`src/rtl/antisat_pkg.sv`:
```
// Shared types and helpers for the Anti-SAT lock family.
package antisat_pkg;

    typedef enum logic [1:0] {
        LOCKED = 2'd0,
        LOAD   = 2'd1,
        ARMED  = 2'd2
    } antisat_state_t;

    // Widest compare vector antisat_g can reduce; locks must keep N at or below this.
    localparam int unsigned ANTISAT_G_W = 64;

    function automatic int unsigned antisat_key_w(input int unsigned n);
        return 2 * n;
    endfunction

    // N-input AND over the low n bits of vec.
    function automatic logic antisat_g(input logic [ANTISAT_G_W-1:0] vec, input int unsigned n);
        logic r;
        r = 1'b1;
        for (int unsigned i = 0; i < ANTISAT_G_W; i++) begin
            if (i < n) r &= vec[i];
        end
        return r;
    endfunction

endpackage

```
`src/rtl/antisat_core.sv`:
```
// Combinational Anti-SAT flip: g(x^k1) & ~g(x^k2), g = N-input AND.
module antisat_core
    import antisat_pkg::*;
#(
    parameter int unsigned N = 4
) (
    input  logic [N-1:0] x,
    input  logic [N-1:0] k1,
    input  logic [N-1:0] k2,
    output logic         flip_raw
);

    assign flip_raw = antisat_g(ANTISAT_G_W'(x ^ k1), N) & ~antisat_g(ANTISAT_G_W'(x ^ k2), N);

endmodule

```
`src/rtl/antisat_seq_lock.sv`:
```
// Sequential Anti-SAT lock: serial key loader FSM driving a flip into the masked outputs.
// Define ANTISAT_OUT_REG_EN to register flip and data_out (one cycle of latency).
module antisat_seq_lock
    import antisat_pkg::*;
#(
    parameter int unsigned     N        = 4,
    parameter int unsigned     NOUT     = 1,
    parameter logic [NOUT-1:0] OUT_MASK = {NOUT{1'b1}}
) (
    input  logic            clk,
    input  logic            rst,
    input  logic [N-1:0]    x,
    input  logic [NOUT-1:0] data_in,
    input  logic            key_start,
    input  logic            key_vld,
    input  logic            key_in,
    output logic [NOUT-1:0] data_out,
    output logic            flip,
    output logic            armed,
    output logic            busy
);

    localparam int unsigned KW = antisat_key_w(N);
    localparam int unsigned CW = $clog2(KW + 1);

    antisat_state_t  state, state_nxt;
    logic [KW-1:0]   shift_q, shift_nxt, shift_in;
    logic [KW-1:0]   key_q, key_nxt;
    logic [CW-1:0]   cnt_q, cnt_nxt;
    logic            core_flip;
    logic            flip_c;
    logic [NOUT-1:0] data_out_c;

    always_ff @(posedge clk or posedge rst) begin
        if (rst) begin
            state   <= LOCKED;
            shift_q <= '0;
            key_q   <= '0;
            cnt_q   <= '0;
        end else begin
            state   <= state_nxt;
            shift_q <= shift_nxt;
            key_q   <= key_nxt;
            cnt_q   <= cnt_nxt;
        end
    end

    // First bit received drifts down to key[0] once all 2N bits are in.
    assign shift_in = {key_in, shift_q[KW-1:1]};

    // key_start overrides everything, including a coincident key bit.
    always_comb begin
        state_nxt = state;
        shift_nxt = shift_q;
        key_nxt   = key_q;
        cnt_nxt   = cnt_q;
        if (key_start) begin
            state_nxt = LOAD;
            shift_nxt = '0;
            cnt_nxt   = '0;
        end else begin
            case (state)
                LOAD: begin
                    if (key_vld) begin
                        shift_nxt = shift_in;
                        if (cnt_q == CW'(KW - 1)) begin
                            key_nxt   = shift_in;
                            cnt_nxt   = '0;
                            state_nxt = ARMED;
                        end else begin
                            cnt_nxt = cnt_q + CW'(1);
                        end
                    end
                end
                default: begin
                end
            endcase
        end
    end

    antisat_core #(.N(N)) u_core (
        .x        (x),
        .k1       (key_q[N-1:0]),
        .k2       (key_q[KW-1:N]),
        .flip_raw (core_flip)
    );

    // Outside ARMED every masked output is held inverted.
    assign flip_c     = (state == ARMED) ? core_flip : 1'b1;
    assign data_out_c = data_in ^ (OUT_MASK & {NOUT{flip_c}});

`ifdef ANTISAT_OUT_REG_EN
    always_ff @(posedge clk or posedge rst) begin
        if (rst) begin
            flip     <= 1'b0;
            data_out <= '0;
        end else begin
            flip     <= flip_c;
            data_out <= data_out_c;
        end
    end
`else
    assign flip     = flip_c;
    assign data_out = data_out_c;
`endif

    assign armed = (state == ARMED);
    assign busy  = (state == LOAD);

endmodule
```
`config.mk`:
```
export PLATFORM = sky130hd
export DESIGN_NAME = antisat_seq_lock
export DESIGN_NICKNAME = d
export VERILOG_FILES = /design/src/rtl/antisat_pkg.sv /design/src/rtl/antisat_core.sv /design/src/rtl/antisat_seq_lock.sv
export SDC_FILE = /design/constraint.sdc
export NUM_CORES = 1
export LEC_CHECK = 0
export BUFFER_PORTS_ARGS = -buffer_cell sky130_fd_sc_hd__buf_2
export CAP_MARGIN = 40
export CORE_MARGIN = 8
export CORE_UTILIZATION = 40
export DETAILED_ROUTE_END_ITERATION = 12
export GPL_TIMING_DRIVEN = 0
export PLACE_DENSITY = 0.68
export SLEW_MARGIN = 30
export SYNTH_ARGS = -nofsm -noshare
export SYNTH_HDL_FRONTEND = slang
export SYNTH_SLANG_ARGS = --single-unit
```
`constraint.sdc`:
```
create_clock -name clk -period 1.9 [get_ports clk]
set_input_delay 0.19 -clock clk [delete_from_list [all_inputs] [get_ports clk]]
set_output_delay 0.19 -clock clk [all_outputs]
set_load 0.005 [all_outputs]
```
==> flow_metrics.tcl, run 1 <==
set metrics [dict create \
    r2r_cells 5 \
    overflow 0 \
    start_kind "flip-flop" \
    rsz0062_at_grt "false" \
    critPathMaxFanout 2 \
    critPathKind "reg -> out" \
    portBuffers 13 \
    drv_cap 0 \
    numClockSinks 21 \
    row_count 18 \
    worstReg2RegStart "cnt_q[0]" \
    die_w_um 65.8 \
    fin_skew_ns 0.00768 \
    antenna_cells 0 \
    placedCellCount 123 \
    final_cells 129 \
    drcViolationCount 0 \
    initial_core_util_pct 41.2 \
    grt_max_degree 22 \
    grt_usage_pct 8.79 \
    wl_per_cell_um 13.6 \
    yosysSeqAreaShare_pct 52.9 \
    ys.flop_type "dfrtp_1" \
    first_pass_iters 4 \
    r2r_slack_ns 0.36 \
    dr.first_iter.drc_count 4 \
    fmax_ghz 0.571 \
    root_buffer "clkbuf_4" \
    cts.clk_slew.worst_paths_ns 0.11 \
    drive_gt1_share_pct 30.3 \
    worstMarginPinSlew_ns 0.417 \
    synth_top_area_cell "dfrtp_1" \
    crit_required_ns 1.71 \
    nNetsFinal 111 \
    clk_latency_ns 0.29 \
    final-max-slew-violation-count 0 \
    yosysMostFrequentCell "dfrtp_1" \
    synthToLayoutAreaGrowth_pct 15.5 \
    cp-end-kind "primary output" \
    post_cts_resized 0 \
    cts_tree "done" \
    cts_made_buffers 3 \
    ir_drop_v 0.000322 \
    htree_levels 1 \
    fp.dieArea_mm2 0.00433 \
    antenna_found_initial 0 \
    grt_pass1_vias 662 \
    hold_class "in -> reg" \
    vias 629 \
    period_minus_slack_ns 1.75 \
    worstPathArrival_ns 1.56 \
    ioPinCount 14 \
    dpl_cell_area_mm2 0.00110 \
    postSynth.asyncResetShare_pct 100 \
    wl_mm 1.75 \
    setup_ws_ns 0.150 \
    syn_inst 80 \
    setup_tns_ns 0 \
    synth_nets 91 \
    finalCritPeriodShare_pct 92.1 \
    yosys-top-cells-area "dfrtp_1 (53%), mux2i_1 (9.1%), mux2_2 (9.1%)" \
    reg2reg_to "key_q[5]" \
    synth_seq_cells 21 \
    power_density_mw_per_mm2 642 \
    setup_violations 0 \
    synthesis.area_um2 993 \
    holdWs_ns 0.0904 \
    netlist.area_leader.share_pct 52.9 \
    final_util_pct 47.6 \
    p_leak_nw 0.578 \
    gp_congestion 0.740 \
    p_total_mw 0.737 \
    crit_start "key_q[7]" \
    fin_area_mm2 0.00115 \
    hpwl_mm 1.34 \
    fp.dieH_um 65.8 \
    hold_viol 0 \
    relSlewSlack_pct 72.2 \
    core-area_mm2 0.00241 \
    yosysUniqueCellTypes 23 \
    synth-edff-count 0 \
    outcome "complete, no violations" \
    via_per_inst 4.88 \
    synth.avg_cell_area_um2 12.4 \
    grt_pass1_wl_mm 2.93 \
    yosys_warnings 0 \
    preCtsSetupSlack_ns 0.358 \
    crit_end "data_out" \
    ant_nets 0 \
    cts_buffer_depth 2 \
    netlist_top_cells_count "dfrtp_1 (21), nor2_1 (13), mux2i_1 (9)" \
]
[sequential cells by signal (all words and copies together), names as in the netlist]
register and count:
cnt_q 4, key_q 8, shift_q 7, state 2
[metal layers]
| layer | up-vias | GRT usage [%] | wire, um |
|---|---|---|---|
| met1 | 299 | 9.42 | 738 |
| met2 | 16 | 13.9 | 844 |
| met3 | 6 | 2.71 | 106 |
| li1 | 308 | - | - |
| met4 | 0 | 7.36 | 61 |
| met5 | - | 0 | 0 |
[repair_timing]
item                                   4_1_cts  5_1_grt
hold buffers                                 0        1
endpoints found under the hold margin        0        7
buffers inserted                             0        0
[layout by cell type, fill, tap and decap left out, types with 2 or more instances in the layout]
master,n
clkbuf_4,3
xor2_1,6
nand4_1,2
buf_2,13
mux2i_1,9
dfrtp_1,21
nor2_1,13
xnor2_1,5
clkbuf_1,2
mux2_2,8
[power by group]
group          total [mW]  switching (mW)  leakage [nW]  internal, mW
Sequential          0.461         0.00666         0.286         0.454
Combinational      0.0698          0.0370         0.277        0.0328
Clock               0.206           0.125        0.0150        0.0816
[cell type report]
type,count,area (um2)
Fill cell,222,1260
Sequential cell,21,526
Multi-Input combinational cell,55,445
Timing Repair Buffer,15,90.1
Tap cell,30,37.5
Clock buffer,4,26.3
Buffer,2,15.0
Inverter,2,7.51
[cell families after synthesis]
logic type	count (synthesis)	synth area share, %
AO/OA/AOI/OAI	3	1.89
buffers and inverters	4	2.27
AND/OR/NAND/NOR	23	13.9
XOR/XNOR	11	9.70
adder cells (fa/ha/maj)	1	1.26
multiplexers	17	18.1
flip-flops	21	52.9
[worst min path at each step]
stage	start	depth (start not counted)	slack, ns	endpoint
floorplan	rst	1	0.17	cnt_q[0]
global placement	rst	2	0.36	cnt_q[1]
detailed placement	rst	2	0.36	cnt_q[1]
CTS	rst	2	0.03	cnt_q[1]
global route	key_start	2	0.09	shift_q[7]
finish	key_start	2	0.09	state[1]
[worst max-delay path: stages, from the launching register on]
cell and delay, ns:
dfrtp_1 0.40, xnor2_1 0.15, nor4_2 0.35, o21ai_2 0.09, xor2_1 0.14, buf_2 0.13
No activity file was read; power rests on OpenSTA's default activity.
==> run 2: changes to the inputs <==
ABC_AREA = 1   (was not set)
CORE_UTILIZATION = 48   (was 40)
PLACE_DENSITY = 0.77   (was 0.68)
==> flow_metrics.tcl, run 2 <==
set metrics [dict create \
    yosys_warnings 0 \
    cts_tree "done" \
    synthesis.area_mm2 0.00111 \
    fill_cells 207 \
    post_cts_resized 0 \
    syn_inst 136 \
    largest_reg_flops 8 \
    r2r_slack_ns 0.48 \
    clk_latency_ns 0.31 \
    power_frac_comb_pct 13.8 \
    vias 872 \
    gp_congestion 0.876 \
    drcViolationCount 0 \
    yosys-top-cells-area "dfrtp_1 (47%), nand2_1 (13%), inv_1 (9.5%)" \
    met3_length_um 72 \
    grt_pass1_vias 912 \
    ioPinCount 14 \
    hold_viol 0 \
    fp.dieArea_mm2 0.00410 \
    antenna_cells 0 \
    cts_buffer_depth 2 \
    worstMarginPinSlew_ns 0.400 \
    seqPwrFrac_pct 58.8 \
    dr.first_iter.drc_count 29 \
    setup_ws_ns 0.250 \
    synth_seq_cells 21 \
    power_density_mw_per_mm2 632 \
    antenna_found_initial 0 \
    worstPathArrival_ns 1.46 \
    preCtsSetupSlack_ns 0.501 \
    yosysSeqAreaShare_pct 47.4 \
    yosysMostFrequentCell "nand2_1" \
    hold_class "in -> reg" \
    largest_register "key_q" \
    setup_tns_ns 0 \
    root_buffer "clkbuf_4" \
    cts.clk_slew.worst_paths_ns 0.12 \
    crit_end "data_out" \
    nNetsFinal 167 \
    cts_made_buffers 3 \
    p_leak_nw 0.651 \
    overflow 0 \
    fmax_ghz 0.606 \
    die_w_um 64.1 \
    synth_top_family_by_area "simple AND/OR/NAND/NOR gates" \
    grt_max_degree 22 \
    drive_gt1_share_pct 24.5 \
    p_sw_share_pct 27.4 \
    slowest_stage "dfrtp_1" \
    worst-path-stages 10 \
    setup_violations 0 \
    critPathMaxStageDelay_ns 0.43 \
    grt_usage_pct 11.1 \
    drv_cap 0 \
    postSynth.asyncResetShare_pct 100 \
    r2r_cells 9 \
    crit_family "simple AND/OR/NAND/NOR gates" \
    synth-simple-area-share_pct 26.2 \
    ir_drop_v 0.000387 \
    core-area_mm2 0.00219 \
    via_per_inst 4.77 \
    netlist_top_cells_count "nand2_1 (38), inv_1 (28), dfrtp_1 (21)" \
    ys.flop_type "dfrtp_1" \
    period_minus_slack_ns 1.65 \
    initial_core_util_pct 50.6 \
    synth_top_area_cell "dfrtp_1" \
    rsz0062_at_grt "false" \
    crit_buf_inv 2 \
    crit_required_ns 1.71 \
    cts_setup_buffers 0 \
    met1_length_um 898 \
    htree_levels 1 \
    synthMuxAreaShare_pct 0 \
    top_layer_used "met4" \
    min_from "key_start" \
    reg_top3 "key_q: 8 flops, shift_q: 7 flops, cnt_q: 4 flops" \
    grt_pass1_wl_mm 3.78 \
    synth.avg_cell_area_um2 8.15 \
    power_switching_mw 0.218 \
    wl_mm 2.12 \
    final_common_cell "nand2_1" \
    relSlewSlack_pct 73.3 \
    synth-edff-count 0 \
    ant_nets 0 \
    outcome "complete, no violations" \
    p_clk_share_pct 27.4 \
    critPathKind "reg -> out" \
    fin_skew_ns 0.00567 \
    dr_wl_met2_mm 1.09 \
    synth-compound-area-share_pct 13.4 \
    critPathMostFrequentCell "nand2_1" \
    numClockSinks 21 \
    netlist.area_leader.share_pct 47.4 \
    finalCritPeriodShare_pct 86.8 \
    critPathMaxFanout 3 \
    crit_start "key_q[7]" \
    start_kind "flip-flop" \
    first_pass_iters 4 \
    crit_chain "inv_1 > nand2_1 > nand2_1 > nor2_1 > nand2_1 > nand2_1 > nand2_1 > nand2_1 > nand2_1 > buf_2" \
    cp-end-kind "primary output" \
    final_cell_mix "nand2_1 (38), inv_1 (28), dfrtp_1 (21), buf_2 (14), nor2_1 (9)" \
    wl_per_cell_um 11.6 \
    portBuffers 13 \
    intPower_mw 0.579 \
    yosysUniqueCellTypes 19 \
    synth-xor-area-share_pct 0 \
    hpwl_mm 1.55 \
    synth_nets 147 \
    reg2reg_to "key_q[6]" \
    cts_hold_buffers 0 \
    synth_fa_ha_area_share_pct 1.13 \
    worstReg2RegStart "cnt_q[0]" \
    final-max-slew-violation-count 0 \
    row_count 17 \
    synthToLayoutAreaGrowth_pct 13.8 \
    fp.dieH_um 64.1 \
]
## run 2: cell count changes in the layout (fill, tap and decap cells not counted), moves of 4 or more
cell,before,now
nand2_1,1,38
inv_1,1,28
mux2i_1,9,0
mux2_2,8,0
o21ai_2,1,8
o22ai_1,0,7
xor2_1,6,0
xnor2_1,5,0
nand2_4,0,4
nor2_1,13,9
## run 2: logic make-up (layout without fill, tap and decap cells)
kind of cell             count (synthesis)  in the layout
AND/OR/NAND/NOR                         60             60
buffers and inverters                   32             51
AO/OA/AOI/OAI                           22             22
flip-flops                              21             21
adder cells (fa/ha/maj)                  1              1
## run 2: cell type report
class,instances,area [um2],share of cell area (%)
Sequential cell,21,526,41.7
Multi-Input combinational cell,83,452,35.8
Inverter,30,115,9.13
Timing Repair Buffer,15,90.1,7.14
Tap cell,28,35.0,2.78
Clock buffer,3,22.5,1.79
Buffer,2,16.3,1.29
Clock inverter,1,5.00,0.397
## run 2: how the worst min path moves through the flow
stage          endpoint  slack [ns]  cells after the start
2_1_floorplan  cnt_q[0]        0.17                      1
3_3_place_gp   cnt_q[3]        0.35                      2
3_5_place_dp   state[1]        0.36                      2
4_1_cts        key_q[1]        0.02                      2
5_1_grt        state[1]        0.01                      2
6_report       state[1]        0.03                      2
## run 2: routing by layer
metal,up-vias,GRT usage (%)
met5,-,0
met1,396,12.0
met2,13,18.9
met3,7,3.14
met4,0,6.41
li1,456,-
## run 2: power by group through the flow
stage | registers (mW) | clock network [mW] | logic [mW]
6_report | 0.469 | 0.218 | 0.110
4_1_cts | 0.468 | 0.221 | 0.105
2_1_floorplan | 0.475 | 0 | 0.0750
5_1_grt | 0.471 | 0.239 | 0.126
3_3_place_gp | 0.476 | 0 | 0.0996
3_5_place_dp | 0.477 | 0 | 0.104
## run 2: stage by stage
step | hold slack [ns] | util [%] | cell area [um2] | power, mW | cells
2_1_floorplan | 0.167 | - | 1110 | 0.550 | 136
3_3_place_gp | 0.353 | 55.2 | 1210 | 0.576 | 177
3_5_place_dp | 0.360 | 55.2 | 1210 | 0.581 | 177
4_1_cts | 0.0224 | 56.4 | 1240 | 0.795 | 181
5_1_grt | 0.0140 | 57.6 | 1260 | 0.836 | 183
6_report | 0.0278 | 57.6 | 1260 | 0.797 | 183
